`config.mk`:
```
export PLATFORM = sky130hd
export DESIGN_NAME = hilo_muldiv_unit
export DESIGN_NICKNAME = d
export VERILOG_FILES = /design/src/rtl/hilo_muldiv_unit.sv
export SDC_FILE = /design/constraint.sdc
export NUM_CORES = 1
export LEC_CHECK = 0
export CAP_MARGIN = 20
export CELL_PAD_IN_SITES_DETAIL_PLACEMENT = 1
export CELL_PAD_IN_SITES_GLOBAL_PLACEMENT = 1
export CORE_ASPECT_RATIO = 0.6
export CORE_UTILIZATION = 44
export CTS_CLUSTER_DIAMETER = 200
export DETAILED_ROUTE_END_ITERATION = 12
export PLACE_DENSITY_LB_ADDON = 0.15
export SETUP_SLACK_MARGIN = 0.02
export SKIP_LAST_GASP = 1
export SYNTH_ARGS = -nofsm -noshare
export SYNTH_HDL_FRONTEND = slang
export SYNTH_SLANG_ARGS = --single-unit
```
`constraint.sdc`:
```
create_clock -name clk -period 3.5 [get_ports clk]
set_input_delay 0.7 -clock clk [delete_from_list [all_inputs] [get_ports clk]]
set_output_delay 0.7 -clock clk [all_outputs]
set_load 0.03 [all_outputs]
```
`src/rtl/hilo_muldiv_unit.sv`:
```
// Sequential WIDTH-bit multiply/divide unit with Hi/Lo result registers.
// Shift-add multiply / restoring divide, one bit per cycle, then a sign-fix cycle.
module hilo_muldiv_unit #(
  parameter int WIDTH = 24
) (
  input  logic             clk,
  input  logic             rst_n,
  input  logic             start,
  input  logic             muldiv,
  input  logic             signed_op,
  input  logic [WIDTH-1:0] a,
  input  logic [WIDTH-1:0] b,
  input  logic             mthi,
  input  logic             mtlo,
  input  logic [WIDTH-1:0] wrdata,
  output logic             busy,
  output logic             done,
  output logic             divbyzero,
  output logic [WIDTH-1:0] hi,
  output logic [WIDTH-1:0] lo
);

  localparam int CW = $clog2(WIDTH + 1);

  typedef enum logic [1:0] {IDLE, RUN, FIX} state_t;

  state_t               state, state_nx;
  logic [CW-1:0]        cnt;
  logic                 op_div;
  logic                 neg_q;
  logic                 neg_r;
  logic                 b_zero;
  logic [WIDTH-1:0]     opnd;
  logic [2*WIDTH-1:0]   acc;
  logic [WIDTH-1:0]     rem;

  logic [WIDTH-1:0]     mag_a, mag_b;
  logic [WIDTH:0]       mul_sum;
  logic [WIDTH:0]       trial, diff;
  logic [2*WIDTH-1:0]   prod;
  logic [WIDTH-1:0]     quot, remr;
  logic                 last;

  assign mag_a = (signed_op && a[WIDTH-1]) ? (~a + 1'b1) : a;
  assign mag_b = (signed_op && b[WIDTH-1]) ? (~b + 1'b1) : b;
  assign last  = (cnt == CW'(WIDTH - 1));

  // Multiply: acc = {partial product, remaining multiplier bits}.
  assign mul_sum = {1'b0, acc[2*WIDTH-1:WIDTH]} + (acc[0] ? {1'b0, opnd} : '0);

  // Divide: acc[WIDTH-1:0] shifts dividend out MSB first and quotient in LSB first;
  // the borrow of the 25-bit trial subtraction selects restore vs. keep.
  assign trial = {rem, acc[WIDTH-1]};
  assign diff  = trial - {1'b0, opnd};

  assign prod = neg_q ? (~acc + 1'b1) : acc;
  assign quot = neg_q ? (~acc[WIDTH-1:0] + 1'b1) : acc[WIDTH-1:0];
  assign remr = neg_r ? (~rem + 1'b1) : rem;

  always_ff @(posedge clk or negedge rst_n) begin
    if (!rst_n) state <= IDLE;
    else        state <= state_nx;
  end

  always_comb begin
    state_nx = state;
    unique case (state)
      IDLE:    if (start) state_nx = RUN;
      RUN:     if (last)  state_nx = FIX;
      FIX:     state_nx = IDLE;
      default: state_nx = IDLE;
    endcase
  end

  always_ff @(posedge clk or negedge rst_n) begin
    if (!rst_n) begin
      cnt       <= '0;
      op_div    <= 1'b0;
      neg_q     <= 1'b0;
      neg_r     <= 1'b0;
      b_zero    <= 1'b0;
      opnd      <= '0;
      acc       <= '0;
      rem       <= '0;
      busy      <= 1'b0;
      done      <= 1'b0;
      divbyzero <= 1'b0;
      hi        <= '0;
      lo        <= '0;
    end else begin
      done <= 1'b0;
      unique case (state)
        IDLE: begin
          if (mthi) hi <= wrdata;
          if (mtlo) lo <= wrdata;
          if (start) begin
            op_div    <= muldiv;
            neg_q     <= signed_op & (a[WIDTH-1] ^ b[WIDTH-1]);
            neg_r     <= signed_op & a[WIDTH-1];
            b_zero    <= (b == '0);
            acc       <= {{WIDTH{1'b0}}, (muldiv ? mag_a : mag_b)};
            opnd      <= muldiv ? mag_b : mag_a;
            rem       <= '0;
            cnt       <= '0;
            divbyzero <= 1'b0;
            busy      <= 1'b1;
          end
        end
        RUN: begin
          cnt <= cnt + 1'b1;
          if (op_div) begin
            acc <= {acc[2*WIDTH-1:WIDTH], acc[WIDTH-2:0], ~diff[WIDTH]};
            rem <= diff[WIDTH] ? trial[WIDTH-1:0] : diff[WIDTH-1:0];
          end else begin
            acc <= {mul_sum, acc[WIDTH-1:1]};
          end
        end
        FIX: begin
          busy <= 1'b0;
          done <= 1'b1;
          if (!op_div) begin
            {hi, lo} <= prod;
          end else if (b_zero) begin
            divbyzero <= 1'b1;
          end else begin
            lo <= quot;
            hi <= remr;
          end
        end
        default: ;
      endcase
    end
  end

endmodule

```
==> reports/results.tsv <==
metric	value	unit
final hold violation count	0	
Non-Filler Instances	2061	
CP required	3820	ps
CP dominant cell by count	buf_4	
Leakage	0.00649	µW
Post-CTS Setup Bufs	0	
Antenna diodes	0	
main combinational cell family by area after synthesis	compound AO/OA/AOI/OAI gates	
Gate power share	63.9	%
Startpoint Class	flip-flop	
first-pass GRT wire length	76.8	mm
Reg power frac	23.4	%
initial antenna violation count	0	
DR vias/cell	6.17	
post-synth top area share	31.2	%
vias in the first global route	12500	
Clock Power Share	12.7	%
CTS max path bufs	2	
Max Slew Vio Count	0	
RSZ-0062 raised after global routing	false	
num ports	130	
mux contribution to synthesized area	4.88	%
cell area after synthesis	12700	µm²
largest area contributor in the netlist	dfrtp_1	
Worst setup EP type	flip-flop	
Cells after Synth	1565	
GR Overflow Total	0	
mean area per synthesized cell	8.09	µm²
post-layout min period	3350	ps
switching power	8390	µW
# DRC	0	
via count	12700	
largest net degree at the start of global routing	62	
share of post-route cells with drive strength above 1	7.91	%
Initial Util	45.3	%
Hold Crit Class	input pin to async pin	
Clock Sinks	158	
clock skew	11.8	ps
Synth Flop Type	dfrtp_1	
Die Wd	221	µm
Worst Path Max Fanout	12	
slowest CP cell	dfrtp_1	
CP Buf/Inv Count	3	
Max-cap violations	0	
IO buf count	129	
YS warnings	0	
Routed WL per cell	24.1	µm
drt total wl	49.7	mm
CTS root buffer	clkbuf_16	
status	complete, no violations	
die area	29500	µm²
DP HPWL	38.7	mm
Synth cell types	79	
Inst Count DP	2028	
pwr dens	1090	nW/µm²
Die Ht	133	µm
RePlAce Congestion	0.890	
GRT Total Usage	34.3	%
# setup viols final	0	
DRT iter0 DRCs	1389	
top cells by area, synth	dfrtp_1 31%, o21ai_0 5.9%, xnor2_1 5.9%	
core area	27900	µm²
Post-Synth XOR/XNOR Area	9.62	%
Tcrit/Tclk final	95.6	%
Synth Area in Compound Gates	25.1	%
max_slew headroom	44.0	%
clk_lat worst skew	470	ps
post-route antenna net violation count	0	
cell family with most CP delay	compound AO/OA/AOI/OAI gates	
Synth Area in Simple Gates	19.1	%
H-tree Lvls	4	
Post-synth EDFFs	0	
drt pass-1 iters	5	
Pint	8160	µW
clock-pin slew of the registers on the worst-case setup and hold paths	70	ps
Critical Path AT	3670	ps
kind of critical path	flip-flop to flip-flop	
TritonCTS clock tree	yes	
Syn-to-layout area delta	20.1	%
Fillers	3386	
FP Rows	47	
# nets final	1815	
Total Neg Setup Slack	0	ps
Peak VDD IR	0.486	mV
synthesis-stage register bit count	158	
Crit path largest cell delay	410	ps
FFs w/ async S/R, synth	100	%
syn_nets	1699	
crit path cell chain	inv_1 -> ha_1 -> fa_1 -> nor2b_1 -> o31a_1 -> o31ai_2 -> a211oi_2 -> buf_4 -> o2111a_1 -> a211oi_4 -> buf_4 -> mux2i_2 -> o21ai_0	
register area share after synthesis	31.2	%
CTS buffer count	17	
Worst-Margin Slew	837	ps
switching share of power	50.7	%
Adder-Cell Fraction of Synth Area	5.55	%
max frequency	0.299	GHz
state kept, by name (all words and copies together) (netlist names):
| name | count |
|---|---|
| rem | 24 |
| hi | 24 |
| state | 2 |
| acc | 48 |
| cnt | 5 |
| divbyzero | 1 |
| op_div | 1 |
| done | 1 |
| b_zero | 1 |
| busy | 1 |
| lo | 24 |
| opnd | 24 |
| neg_r | 1 |
| neg_q | 1 |
cell type report:
class / instances / area [µm²] / area share (%)
multi-input cells: 1260 / 8160 / 53.6
flip-flops and latches: 158 / 3960 / 26.0
repair buffers: 187 / 1780 / 11.7
well taps: 367 / 459 / 3.02
clock buffers: 18 / 439 / 2.89
inverters: 57 / 214 / 1.41
clock inverters: 14 / 203 / 1.33
cells by family (layout without fill, tap and decap cells):
family / Yosys count / count (layout)
and+or+nand+nor: 511 / 511
AOI/OAI and AO/OA: 494 / 494
DFF: 158 / 158
buffers and inverters: 147 / 276
xor gates and xnor gates: 139 / 139
muxes: 61 / 61
adders and majority gates: 55 / 55
layout by cell type, fill, tap and decap left out, types with 11 or more instances in the layout:
| master | Yosys | layout |
|---|---|---|
| o21a_1 | 16 | 16 |
| xnor2_1 | 85 | 85 |
| o21ai_1 | 22 | 20 |
| nor3_1 | 28 | 28 |
| mux2i_1 | 55 | 54 |
| ha_1 | 53 | 53 |
| xor2_1 | 54 | 54 |
| a22o_1 | 20 | 20 |
| nand4_1 | 11 | 11 |
| clkbuf_16 | 0 | 17 |
| nand2b_1 | 12 | 12 |
| dfrtp_1 | 158 | 157 |
| and2_1 | 11 | 11 |
| nor2_1 | 144 | 144 |
| or3_1 | 15 | 15 |
| o21ai_0 | 149 | 149 |
| clkdlybuf4s50_1 | 0 | 127 |
| nand3_1 | 25 | 25 |
| nor2b_1 | 11 | 11 |
| inv_1 | 56 | 56 |
| a21oi_1 | 106 | 106 |
| nor4_1 | 14 | 14 |
| a21o_1 | 25 | 25 |
| buf_4 | 2 | 54 |
| o211ai_1 | 18 | 18 |
| a211oi_1 | 20 | 19 |
| a31oi_1 | 12 | 12 |
| nand2_1 | 191 | 191 |
| o31ai_1 | 30 | 30 |
layer usage:
metal  track usage [%]  vias up  share of wire, %
li1                  -     5855                 -
met1              53.0     6331                50
met2              47.2      482                40
met3              8.47       56               8.5
met4              7.89        0               1.5
met5                 0        -                 0
power groups by stage:
stage	logic [µW]	registers (µW)	clock network, µW
detailed placement	10200	3880	0
global placement	9860	3810	0
global route	11400	3960	2190
CTS	10300	3860	2110
floorplan	6520	3910	0
finish	10600	3870	2100
worst paths after layout:
kind	startpoint	end	slack [ps]	cells past startpoint
worst min register to register	lo[8]$_DFFE_PN0P_	lo[8]$_DFFE_PN0P_	490	2
worst max-delay path	acc[23]$_DFFE_PN0P_	rem[8]$_DFFE_PN0P_	150	13
worst max register to register	acc[23]$_DFFE_PN0P_	rem[8]$_DFFE_PN0P_	150	13
min in group clk	lo[8]$_DFFE_PN0P_	lo[8]$_DFFE_PN0P_	490	2
max in group asynchronous	rst_n	rem[8]$_DFFE_PN0P_	2410	2
worst min-delay path	rst_n	done$_DFF_PN0_	190	1
Yosys cell counts (11+ instances only):
library cell and instances:
nand2_1 191, dfrtp_1 158, o21ai_0 149, nor2_1 144, a21oi_1 106, xnor2_1 85
clkbuf_1 78, inv_1 56, mux2i_1 55, xor2_1 54, ha_1 53, o31ai_1 30
nor3_1 28, a21o_1 25, nand3_1 25, o21ai_1 22, a211oi_1 20, a22o_1 20
o211ai_1 18, o21a_1 16, or3_1 15, nor4_1 14, a31oi_1 12, nand2b_1 12
and2_1 11, nand4_1 11, nor2b_1 11
through the flow:
step	power [µW]	hold WS, ps	worst slack (ps)	util (%)	instance area (µm²)
final	16500	190	154	54.5	15200
after floorplan	10400	404	571	-	12700
after global placement	13700	464	82.8	52.0	14500
after detailed placement	14100	471	28.4	52.0	14500
after global routing	17500	229	10.6	54.5	15200
after CTS	16300	209	103	54.3	15200
timing repair:
item                                    4_1_cts  5_1_grt
hold buffers                                  0        0
hold endpoints to repair                      0        0
endpoints found under the setup margin        0        2
gates resized for setup                       0        2
Note: power is estimated with default switching activity, not from simulation.
